===== src/rtl/measurement_writer.sv =====
// Decimating capture stage: after a software start, stores every 2^rate-th valid
// stream beat into a BRAM write port until 2^nr samples are written, then reports done.
module measurement_writer #(
  parameter int DATA_WIDTH = 32,
  parameter int ADDR_WIDTH = 10,
  parameter int RATE_WIDTH = 16
) (
  input  logic                  aclk,
  input  logic                  aresetn,
  input  logic [31:0]           conf,
  input  logic [DATA_WIDTH-1:0] s_axis_tdata,
  input  logic                  s_axis_tvalid,
  output logic                  s_axis_tready,
  output logic [ADDR_WIDTH-1:0] bram_porta_addr,
  output logic [DATA_WIDTH-1:0] bram_porta_wrdata,
  output logic                  bram_porta_we,
  output logic [31:0]           sts
);

  localparam int RLW = $clog2(RATE_WIDTH + 1);
  localparam int NLW = $clog2(ADDR_WIDTH + 1);
  localparam logic [31:0] RATE_MAX = RATE_WIDTH;
  localparam logic [31:0] NR_MAX   = ADDR_WIDTH;

  typedef enum logic [1:0] {
    S_IDLE = 2'd0,
    S_RUN  = 2'd1,
    S_DONE = 2'd2
  } state_t;

  state_t                state, state_d;
  logic                  start_q;
  logic [RATE_WIDTH-1:0] rate_cnt;
  logic [ADDR_WIDTH:0]   wr_cnt;
  logic [RLW-1:0]        rate_l;
  logic [NLW-1:0]        nr_l;

  logic                  start_ev;
  logic                  clear;
  logic                  rate_hit;
  logic                  capture;
  logic                  last;
  logic [RATE_WIDTH-1:0] rate_mask;
  logic [ADDR_WIDTH:0]   n_target;
  logic [ADDR_WIDTH:0]   wr_cnt_inc;

  assign s_axis_tready = 1'b1;

  assign start_ev   = conf[0] & ~start_q;
  assign clear      = conf[1];
  // Shifting all ones out when rate_l == RATE_WIDTH yields the full-width mask.
  assign rate_mask  = ~({RATE_WIDTH{1'b1}} << rate_l);
  assign rate_hit   = (rate_cnt == rate_mask);
  assign n_target   = {{ADDR_WIDTH{1'b0}}, 1'b1} << nr_l;
  assign wr_cnt_inc = wr_cnt + 1'b1;
  assign capture    = (state == S_RUN) && s_axis_tvalid && rate_hit;
  assign last       = capture && (wr_cnt_inc == n_target);

  always_comb begin
    state_d = state;
    if (clear) begin
      state_d = S_IDLE;
    end else begin
      case (state)
        S_IDLE:  if (start_ev) state_d = S_RUN;
        S_RUN:   if (last)     state_d = S_DONE;
        S_DONE:  if (start_ev) state_d = S_RUN;
        default: state_d = S_IDLE;
      endcase
    end
  end

  always_ff @(posedge aclk or negedge aresetn) begin
    if (!aresetn) begin
      state <= S_IDLE;
    end else begin
      state <= state_d;
    end
  end

  always_ff @(posedge aclk or negedge aresetn) begin
    if (!aresetn) begin
      start_q           <= 1'b0;
      rate_cnt          <= '0;
      wr_cnt            <= '0;
      rate_l            <= '0;
      nr_l              <= '0;
      bram_porta_we     <= 1'b0;
      bram_porta_addr   <= '0;
      bram_porta_wrdata <= '0;
    end else begin
      start_q       <= conf[0];
      bram_porta_we <= 1'b0;
      if (clear) begin
        rate_cnt <= '0;
        wr_cnt   <= '0;
      end else if ((state != S_RUN) && start_ev) begin
        rate_l   <= (32'(conf[28:24]) > RATE_MAX) ? RLW'(RATE_WIDTH) : RLW'(conf[28:24]);
        nr_l     <= (32'(conf[23:16]) > NR_MAX) ? NLW'(ADDR_WIDTH) : NLW'(conf[23:16]);
        rate_cnt <= '0;
        wr_cnt   <= '0;
      end else if ((state == S_RUN) && s_axis_tvalid) begin
        if (rate_hit) begin
          rate_cnt          <= '0;
          bram_porta_we     <= 1'b1;
          bram_porta_addr   <= wr_cnt[ADDR_WIDTH-1:0];
          bram_porta_wrdata <= s_axis_tdata;
          wr_cnt            <= wr_cnt_inc;
        end else begin
          rate_cnt <= rate_cnt + 1'b1;
        end
      end
    end
  end

  always_comb begin
    sts                 = '0;
    sts[31]             = (state == S_DONE);
    sts[30]             = (state == S_RUN);
    sts[ADDR_WIDTH:0]   = wr_cnt;
  end

endmodule


===== config.mk =====
export PLATFORM = sky130hd
export DESIGN_NAME = measurement_writer
export DESIGN_NICKNAME = d
export VERILOG_FILES = /design/src/rtl/measurement_writer.sv
export SDC_FILE = /design/constraint.sdc
export NUM_CORES = 1
export LEC_CHECK = 0
export CAP_MARGIN = 20
export CELL_PAD_IN_SITES_DETAIL_PLACEMENT = 0
export CELL_PAD_IN_SITES_GLOBAL_PLACEMENT = 1
export CORE_UTILIZATION = 34
export DETAILED_ROUTE_END_ITERATION = 7
export PLACE_DENSITY = 0.8
export SYNTH_ARGS = -nofsm -noshare
export SYNTH_HDL_FRONTEND = slang
export SYNTH_SLANG_ARGS = --single-unit

===== constraint.sdc =====
create_clock -name aclk -period 3.1 [get_ports aclk]
set_input_delay 0.93 -clock aclk [delete_from_list [all_inputs] [get_ports aclk]]
set_output_delay 0.93 -clock aclk [all_outputs]
set_load 0.02 [all_outputs]

==> results of run 1 <==
stage by stage:
step,hold slack (ns),cells,worst slack [ns]
6_report,0.464,797,0.317
3_3_place_gp,0.450,781,0.311
4_1_cts,0.469,797,0.193
2_1_floorplan,0.485,536,0.652
5_1_grt,0.489,797,0.0505
3_5_place_dp,0.454,781,0.221
area by class of cell:
cell class / count / share of cell area
multi-input combinational: 396 / 0.361
sequential: 82 / 0.346
clock inverter: 6 / 0.00824
tap: 172 / 0.0363
inverter: 10 / 0.00634
clock buffer: 10 / 0.0403
timing repair buffer: 121 / 0.201
power groups by stage:
stage / combinational [mW] / clock [mW] / sequential [mW]
after CTS: 0.340 / 1.05 / 1.14
after detailed placement: 0.338 / 0 / 1.16
after global routing: 0.381 / 1.10 / 1.14
after global placement: 0.331 / 0 / 1.16
after floorplan: 0.252 / 0 / 1.12
final: 0.339 / 1.02 / 1.14
cells by family (layout without fill, tap and decap cells):
family,after synthesis,after routing,share of synthesized area
xor+xnor,30,30,0.0593
buf+inv,58,147,0.0711
simple gates,269,269,0.285
other cells,2,20,0.00169
mux,1,1,0.00226
flops,82,82,0.463
compound gates,74,74,0.112
fa+ha+maj,2,2,0.00564
sequential cells by signal, indices dropped and copies added, names as in the netlist:
name,count
bram_porta_addr,10
rate_l,5
nr_l,4
rate_cnt,16
state,2
bram_porta_wrdata,32
start_q,1
wr_cnt,11
bram_porta_we,1
layer usage:
layer / vias to the layer above / global-route usage / wire length [um]
li1: 1919 / - / -
met5: - / 0 / 0
met4: 0 / 0.0641 / 94
met1: 1856 / 0.220 / 4950
met2: 101 / 0.281 / 5190
met3: 5 / 0.0363 / 487
worst min-delay path, stage by stage, from the launching register on:
cell	delay, ns
dfrtp_1	0.34
nand2_1	0.05
nand2_1	0.05
cells in the final DEF (no fill, tap or decap), types with 11 or more instances in the layout:
master           instances
nand2_1                147
clkdlybuf4s50_1        104
dfrtp_1                 82
nor2_1                  39
o21ai_0                 23
conb_1                  20
xnor2_1                 15
xor2_1                  15
buf_4                   15
a21oi_1                 12
nor3_1                  11
nand3_1                 11
path summary, 6_finish.rpt:
path	startpoint	endpoint	slack (ns)
worst max register to register	rate_l[3]	state[0]	0.32
worst max-delay path	rate_l[3]	state[0]	0.32
worst min-delay path	bram_porta_wrdata[27]	bram_porta_wrdata[27]	0.46
max in group asynchronous	aresetn	bram_porta_addr[9]	1.87
min in group asynchronous	aresetn	bram_porta_addr[1]	0.60
worst min register to register	bram_porta_wrdata[27]	bram_porta_wrdata[27]	0.46
==> impl_metrics.csv, run 1 <==
group,metric,value,unit
synthesis,synth_ff_type,"dfrtp_1",
placement,gp_congestion,0.896,
setup_path,cp_slowest_cell,"dfrtp_1",
setup_path,critPathCaptureType,"flop",
synthesis,synth_top_area_frac,0.463,
clocking,cts_resized,0,
power_and_ir_drop,p_int,1.83,mW
final_layout,nets,689,
final_layout,drive_gt1_frac,0.0640,
final_layout,antenna-diode-count,0,
clocking,cts_made_buffers,9,
die,core-area,12700,um2
detailed_routing,drcViolationCount,0,
detailed_routing,drt-initial-drc-count,143,
grt,grt_pass1_wl,17.9,mm
die,die_area,13500,um2
synthesis,syn-cell-area,4430,um2
final_layout,syn2layout_area_growth,33.6,%
synthesis,synth-edff-count,0,
timing,finClkSkew,0.00918,ns
clocking,cts_setup_buffers,0,
final_layout,utilization,0.468,
synthesis,synthTopCellsByArea,"dfrtp_1 (46%), nand2_1 (12%), buf_4 (3.4%), nor2_1 (3.3%), xnor2_1 (3.0%)",
power_and_ir_drop,powerDensity,422,nW/um2
synthesis,ys_warn_count,0,
run_status,status,"finished clean",
die,pin_count,143,
die,die_w,116,um
power_and_ir_drop,peakVddDrop,208,uV
min_path,hold_path.class,"flop to flop",
clocking,clk_path_buf_depth,2,
timing,finalSetupTns,0,ns
power_and_ir_drop,p_leak,2.66,nW
clocking,clk_pin_slew,0.06,ns
timing,slew_violations,0,
synthesis,yosysUniqueCellTypes,62,
setup_path,critical_path.max_stage_delay,0.61,ns
power_and_ir_drop,power.share.clock,0.409,
clocking,cts_tree,"built",
grt,grt_overflow_total,0,
setup_path,cp-start-kind,"flop",
synthesis,syn_inst,518,
grt,grt.total_usage,0.171,
die,initial_core_util,0.350,
synthesis,synth.avg_cell_area,8.56,um2
power_and_ir_drop,combPwrFrac,0.136,
final_layout,finalInstanceArea,5920,um2
timing,finalCritPeriodShare,0.898,
synthesis,synth_top_area_cell,"dfrtp_1",
die,dieHeight,116,um
synthesis,ys_seq_area_frac,0.463,
synthesis,synth_commonest_cells,"nand2_1 (147), dfrtp_1 (82), nor2_1 (39)",
power_and_ir_drop,total_power,2.50,mW
grt,antenna_found_initial,0,
detailed_routing,drt-vias-per-instance,4.87,
detailed_routing,first_pass_iters,4,
final_layout,fill_cells,1273,
power_and_ir_drop,p_seq_frac,0.455,
setup_path,cpLargestDelayFamily,"compound AO/OA/AOI/OAI gates",
timing,slew_headroom,0.602,
clocking,postCtsHoldBufs,0,
setup_path,path_depth,7,
final_layout,ff_latch_area,2050,um2
grt,grt_pass1_vias,3710,
clocking,cts_sinks,82,
timing,tightest_slew,0.597,ns
synthesis,ys_ff_latch,82,
synthesis,synth_async_sr_flop_share,1.00,
placement,dp_hpwl,7.84,mm
detailed_routing,ant_nets,0,
timing,setup_viol,0,
timing,min_period,2.78,ns
min_path,hold_path_depth,2,
setup_path,reg2regPathDepth,7,
setup_path,crit_type,"flop to flop",
placement,port_buffers,105,
detailed_routing,wl_per_cell,13.5,um
timing,finalHoldViolations,0,
job,max_cap_viol_count,0,
timing,clock.fmax,0.359,GHz
clocking,insertion_delay,0.34,ns
clocking,htreeDepth,3,
final_layout,multi_input_area,2140,um2
synthesis,yosysMostFrequentCell,"nand2_1",
power_and_ir_drop,p_sw,674,uW
setup_path,critPathMaxFanout,14,
setup_path,crit_chain,"or4bb_1 > a21oi_1 > o22ai_1 > nor4b_4 > nand3_2 > a2111oi_2 > o32ai_1",
power_and_ir_drop,p_sw_frac,0.270,
die,rows,41,
detailed_routing,routed_wl,10.7,mm
setup_path,critPathArrivalTime,2.97,ns
grt,grt_start_max_net_pins,51,
setup_path,cp_num_buf_inv,0,
placement,place_area,5630,um2
clocking,clockRootBuffer,"clkbuf_16",
detailed_routing,vias,3881,
setup_path,cp.required,3.29,ns
timing,rsz0062_at_grt,"false",
(Power assumes the default switching activity.)
==> inputs of run 2 (changes only) <==
--- a/config.mk
+++ b/config.mk
@@ -5,10 +5,11 @@
 export SDC_FILE = /design/constraint.sdc
 export NUM_CORES = 1
 export LEC_CHECK = 0
+export ABC_AREA = 1
 export CAP_MARGIN = 20
 export CELL_PAD_IN_SITES_DETAIL_PLACEMENT = 0
 export CELL_PAD_IN_SITES_GLOBAL_PLACEMENT = 1
-export CORE_UTILIZATION = 34
+export CORE_UTILIZATION = 33
 export DETAILED_ROUTE_END_ITERATION = 7
 export PLACE_DENSITY = 0.8
 export SYNTH_ARGS = -nofsm -noshare
==> run 2 against run 1 <==
Compared with the run above:
- area after synthesis increased by 0.73%
- worst hold slack better by 0.015 ns
- via count grew 7.6%
- combinational power decreased by 9.7%
- non-clock buffer count shrank 10
- clock power grew 5%
- clock-buffer cell count is 1 lower
==> impl_metrics.csv, run 2 <==
group,metric,value,unit
placement,port_buffers,105,
synthesis,yosysUniqueCellTypes,33,
clocking,insertion_delay,0.35,ns
setup_path,reg2reg_setup_slack,0.71,ns
timing,min_period,2.56,ns
detailed_routing,wl_per_cell,12.9,um
synthesis,ys_ff_latch,82,
setup_path,critPathCaptureType,"output port",
timing,setup_viol,0,
clocking,htreeDepth,3,
clocking,cts_resized,0,
grt,grt_pass1_vias,3926,
timing,slew_violations,0,
setup_path,crit_type,"flop to output port",
final_layout,nets,791,
setup_path,r2r_end,"bram_porta_wrdata[3]",
grt,antenna_found_initial,0,
clocking,cts_tree,"built",
setup_path,critPathArrivalTime,1.63,ns
die,rows,42,
detailed_routing,drt-initial-drc-count,208,
setup_path,reg2regPathDepth,13,
final_layout,largest_register_ffs,32,
die,initial_core_util,0.337,
placement,place_area,5600,um2
grt,grt_pass1_wl,19.3,mm
final_layout,layout_common_cells,"nand2_1 (253), clkdlybuf4s50_1 (104), dfrtp_1 (82)",
placement,gp_congestion,0.876,
setup_path,critPathMaxFanout,3,
setup_path,cpLargestDelayFamily,"buffers and inverters",
setup_path,crit_chain,"inv_1 > nor2_1 > clkdlybuf4s50_1",
final_layout,reg.largest.list,"bram_porta_wrdata (32), rate_cnt (16), wr_cnt (11)",
timing,finClkSkew,0.00909,ns
timing,finalSetupTns,0,ns
synthesis,synth.avg_cell_area,7.24,um2
min_path,hold_path_depth,2,
timing,finalCritPeriodShare,0.826,
setup_path,critical_path.max_stage_delay,0.65,ns
final_layout,drive_gt1_frac,0.0413,
detailed_routing,ant_nets,0,
power_and_ir_drop,peakVddDrop,298,uV
grt,grt.total_usage,0.175,
setup_path,cp-start-kind,"flop",
die,die_area,14000,um2
clocking,postCtsHoldBufs,0,
detailed_routing,drt-vias-per-instance,4.63,
synthesis,synthTopCellsByArea,"dfrtp_1 (46%), nand2_1 (21%), nand3_1 (6.3%), inv_1 (4.6%), nor2_1 (4.0%)",
timing,rsz0062_at_grt,"false",
detailed_routing,routed_wl,11.6,mm
die,die_w,118,um
synthesis,synth_ff_type,"dfrtp_1",
placement,dp_hpwl,8.66,mm
grt,grt_start_max_net_pins,43,
detailed_routing,first_pass_iters,5,
timing,finalHoldViolations,0,
timing,slew_headroom,0.626,
final_layout,regMostFlops,"bram_porta_wrdata",
clocking,cts_sinks,82,
clocking,clockRootBuffer,"clkbuf_16",
run_status,status,"finished clean",
synthesis,synth-edff-count,0,
clocking,clk_pin_slew,0.06,ns
synthesis,yosysMostFrequentCell,"nand2_1",
min_path,hold-path-endpoint,"bram_porta_wrdata[15]",
final_layout,antenna-diode-count,0,
die,dieHeight,118,um
min_path,hold_path.class,"flop to flop",
timing,clock.fmax,0.390,GHz
setup_path,r2r-start,"rate_l[3]",
detailed_routing,vias,4175,
synthesis,synth_commonest_cells,"nand2_1 (253), dfrtp_1 (82), nand3_1 (56)",
setup_path,cp_slowest_cell,"clkdlybuf4s50_1",
clocking,cts_setup_buffers,0,
clocking,cts_made_buffers,9,
synthesis,syn-cell-area,4470,um2
final_layout,finalInstanceArea,5890,um2
setup_path,cp_num_buf_inv,2,
min_path,min_from,"bram_porta_wrdata[15]",
synthesis,ys_warn_count,0,
synthesis,synth_top_area_frac,0.460,
detailed_routing,drcViolationCount,0,
die,pin_count,143,
setup_path,cp.required,2.17,ns
grt,grt_overflow_total,0,
timing,tightest_slew,0.561,ns
synthesis,ys_seq_area_frac,0.460,
final_layout,syn2layout_area_growth,32.0,%
power_and_ir_drop,powerDensity,422,nW/um2
setup_path,path_depth,3,
final_layout,final_common_cell,"nand2_1",
synthesis,syn_inst,617,
synthesis,synth_async_sr_flop_share,1.00,
clocking,clk_path_buf_depth,2,
power_and_ir_drop,p_leak,2.80,nW
synthesis,synth_top_area_cell,"dfrtp_1",
job,max_cap_viol_count,0,
die,core-area,13200,um2
==> run 2: worst max-delay path by stage <==
stage	start	to	slack, ns
after floorplan	conf[0]	rate_cnt[15]	0.92
after global placement	conf[0]	rate_cnt[15]	0.25
after detailed placement	conf[0]	rate_cnt[15]	0.22
after CTS	state[0]	sts[30]	0.53
after global routing	conf[0]	rate_cnt[15]	0.34
final	state[0]	sts[30]	0.54
==> run 2: power breakdown <==
| group | total (mW) | internal, mW | switching, mW |
|---|---|---|---|
| logic | 0.306 | 0.120 | 0.186 |
| registers | 1.11 | 1.09 | 0.0272 |
| clock network | 1.07 | 0.622 | 0.447 |
| total | 2.49 | 1.83 | 0.660 |
==> run 2: worst min-delay path, stage by stage (launching register included) <==
cell     delay, ns
dfrtp_1       0.34
nand2_1       0.05
nand2_1       0.05
==> run 2: cell families (layout without fill, tap and decap cells) <==
family	after synthesis	count (layout)	share of synthesized area
buffers and inverters	95	186	0.109
DFF	82	82	0.460
muxes	1	1	0.00224
other	2	20	0.00168
xor gates and xnor gates	6	6	0.0118
AOI/OAI and AO/OA	41	41	0.0493
adders and majority gates	2	2	0.00560
and+or+nand+nor	388	388	0.361
==> run 2: layout make-up <==
class | count | area (um2)
fillers | 1375 | 7350
flip-flops and latches | 82 | 2050
multi-input cells | 458 | 1990
repair buffers | 111 | 1110
inverters | 60 | 226
clock buffers | 9 | 225
well taps | 176 | 220
clock inverters | 6 | 68.8
==> run 2: stage by stage <==
stage | total power [mW] | utilization | std cells | hold WS (ns) | setup WS, ns
after floorplan | 1.33 | - | 635 | 0.492 | 0.921
after global placement | 1.44 | 0.423 | 887 | 0.460 | 0.252
after detailed placement | 1.44 | 0.423 | 887 | 0.468 | 0.217
after CTS | 2.53 | 0.445 | 902 | 0.485 | 0.525
after global routing | 2.61 | 0.445 | 902 | 0.498 | 0.342
final | 2.49 | 0.445 | 902 | 0.479 | 0.539
==> run 2: routing by layer <==
| metal | share of wire | global-route usage | vias to the layer above |
|---|---|---|---|
| met2 | 0.48 | 0.286 | 109 |
| met3 | 0.037 | 0.0290 | 14 |
| li1 | - | - | 2117 |
| met4 | 0.018 | 0.0745 | 0 |
| met1 | 0.47 | 0.228 | 1935 |
| met5 | 0 | 0 | - |
==> inputs of run 3 (changes only) <==
==> constraint.sdc (replaced) <==
create_clock -name aclk -period 2.7 [get_ports aclk]
set_input_delay 0.81 -clock aclk [delete_from_list [all_inputs] [get_ports aclk]]
set_output_delay 0.81 -clock aclk [all_outputs]
set_load 0.02 [all_outputs]
==> run 3 against run 2 <==
Compared with the run above:
- clock skew barely moved
- non-clock buffer count increased by 10
- combinational power rose by 20%
- clock-buffer cell count up 1
- die area did not move
- largest power group unchanged
- largest cell class unchanged
- global-route usage decreased by 0.064 points
- critical path depth is the same
- routed wire length decreased by 1.3%
- setup slack got worse by 0.25 ns
- sequential share of layout area down 0.51 points
- sequential power grew 15%
- via count decreased by 1.1%
==> impl_metrics.csv, run 3 (synthesis results as in run 2) <==
group,metric,value,unit
grt,grt_pass1_wl,19.5,mm
setup_path,critical_path.max_stage_delay,0.64,ns
setup_path,critPathArrivalTime,1.60,ns
setup_path,cp.required,1.89,ns
clocking,insertion_delay,0.34,ns
timing,setup_viol,0,
final_layout,nets,801,
placement,port_buffers,105,
timing,rsz0062_at_grt,"false",
timing,clock.fmax,0.414,GHz
setup_path,crit_chain,"inv_1 > nor2_1 > clkdlybuf4s50_1",
setup_path,reg2regPathDepth,13,
setup_path,critPathMaxFanout,3,
final_layout,syn2layout_area_growth,33.9,%
grt,grt_start_max_net_pins,40,
clocking,clk_path_buf_depth,2,
setup_path,critPathCaptureType,"output port",
placement,gp_congestion,0.848,
grt,grt_overflow_total,0,
placement,dp_hpwl,8.74,mm
grt,grt.total_usage,0.174,
detailed_routing,drcViolationCount,0,
timing,finalHoldViolations,0,
detailed_routing,drt-vias-per-instance,4.52,
final_layout,antenna-diode-count,0,
final_layout,regMostFlops,"bram_porta_wrdata",
clocking,cts_resized,0,
die,core-area,13200,um2
setup_path,cp_slowest_cell,"clkdlybuf4s50_1",
detailed_routing,drt-initial-drc-count,155,
setup_path,crit_type,"flop to output port",
clocking,clk_pin_slew,0.06,ns
timing,finalSetupTns,0,ns
final_layout,layout_common_cells,"nand2_1 (253), clkdlybuf4s50_1 (104), dfrtp_1 (82)",
die,die_area,14000,um2
detailed_routing,first_pass_iters,4,
timing,tightest_slew,0.531,ns
detailed_routing,wl_per_cell,12.6,um
detailed_routing,vias,4127,
setup_path,r2r_end,"bram_porta_wrdata[31]",
power_and_ir_drop,powerDensity,480,nW/um2
clocking,cts_made_buffers,9,
timing,slew_headroom,0.646,
setup_path,cp-start-kind,"flop",
die,die_w,118,um
detailed_routing,ant_nets,0,
final_layout,reg.largest.list,"bram_porta_wrdata (32), rate_cnt (16), wr_cnt (11)",
clocking,cts_tree,"built",
final_layout,final_common_cell,"nand2_1",
clocking,cts_setup_buffers,0,
final_layout,largest_register_ffs,32,
timing,finalCritPeriodShare,0.894,
grt,grt_pass1_vias,4022,
timing,min_period,2.41,ns
timing,worst_slack,0.286,ns
min_path,hold_path.class,"primary input to asynchronous set/reset pin",
die,rows,42,
die,dieHeight,118,um
detailed_routing,routed_wl,11.5,mm
timing,slew_violations,0,
clocking,cts_sinks,82,
power_and_ir_drop,p_leak,2.86,nW
grt,antenna_found_initial,0,
run_status,status,"finished clean",
setup_path,cpLargestDelayFamily,"buffers and inverters",
clocking,postCtsHoldBufs,0,
setup_path,cp_num_buf_inv,2,
power_and_ir_drop,peakVddDrop,297,uV
clocking,clockRootBuffer,"clkbuf_16",
timing,finClkSkew,0.00948,ns
placement,pre_cts_ws,-0.0136,ns
setup_path,reg2reg_setup_slack,0.33,ns
job,max_cap_viol_count,0,
clocking,htreeDepth,3,
setup_path,r2r-start,"rate_l[4]",
final_layout,drive_gt1_frac,0.0543,
die,pin_count,143,
die,initial_core_util,0.337,
run 3: report_power, final:
group / switching (mW) / internal [mW]
Clock: 0.510 / 0.718
Combinational: 0.217 / 0.150
Sequential: 0.0304 / 1.25
run 3: stage by stage:
step	std cells	area, um2	total power [mW]	util	hold slack, ns
6_report	913	5980	2.87	0.452	0.397
3_3_place_gp	897	5690	1.66	0.429	0.461
4_1_cts	913	5980	2.90	0.452	0.407
3_5_place_dp	897	5690	1.67	0.429	0.465
2_1_floorplan	635	4530	1.53	-	0.492
5_1_grt	913	5980	3.00	0.452	0.436
run 3: how the worst max path moves through the flow:
stage	from	end	slack (ns)	cells past startpoint
after floorplan	conf[0]	rate_cnt[15]	0.64	11
after global placement	conf[0]	rate_cnt[15]	0.004	12
after global routing	rate_l[4]	bram_porta_wrdata[31]	0.03	13
after CTS	state[0]	sts[30]	0.26	3
after detailed placement	conf[0]	rate_cnt[15]	-0.01	12
final	state[0]	sts[30]	0.29	3
run 3: layer usage:
layer,GRT usage,part of all wire,vias to the layer above
met5,0,0,-
met4,0.0713,0.020,0
met3,0.0256,0.033,15
met2,0.283,0.47,86
met1,0.232,0.48,1895
li1,-,-,2131
run 3: cell type report:
cell class	count	area, um2
clock buffer	10	229
clock inverter	6	65.1
fill	1351	7260
inverter	60	226
multi-input combinational	458	1990
sequential	82	2050
tap	176	220
timing repair buffer	121	1190
run 3: worst register-to-register path, cell delays in order, from the launching register on:
cell and delay [ns]:
dfrtp_1 0.43, nor2_4 0.28, inv_1 0.18, nand3_1 0.12
nand2_1 0.05, nor2_1 0.08, nand2_1 0.06, nor2_1 0.12
nand3_2 0.16, nor2_4 0.17, nand2_2 0.09, clkinv_2 0.38
nand2_1 0.12, nand2_1 0.08
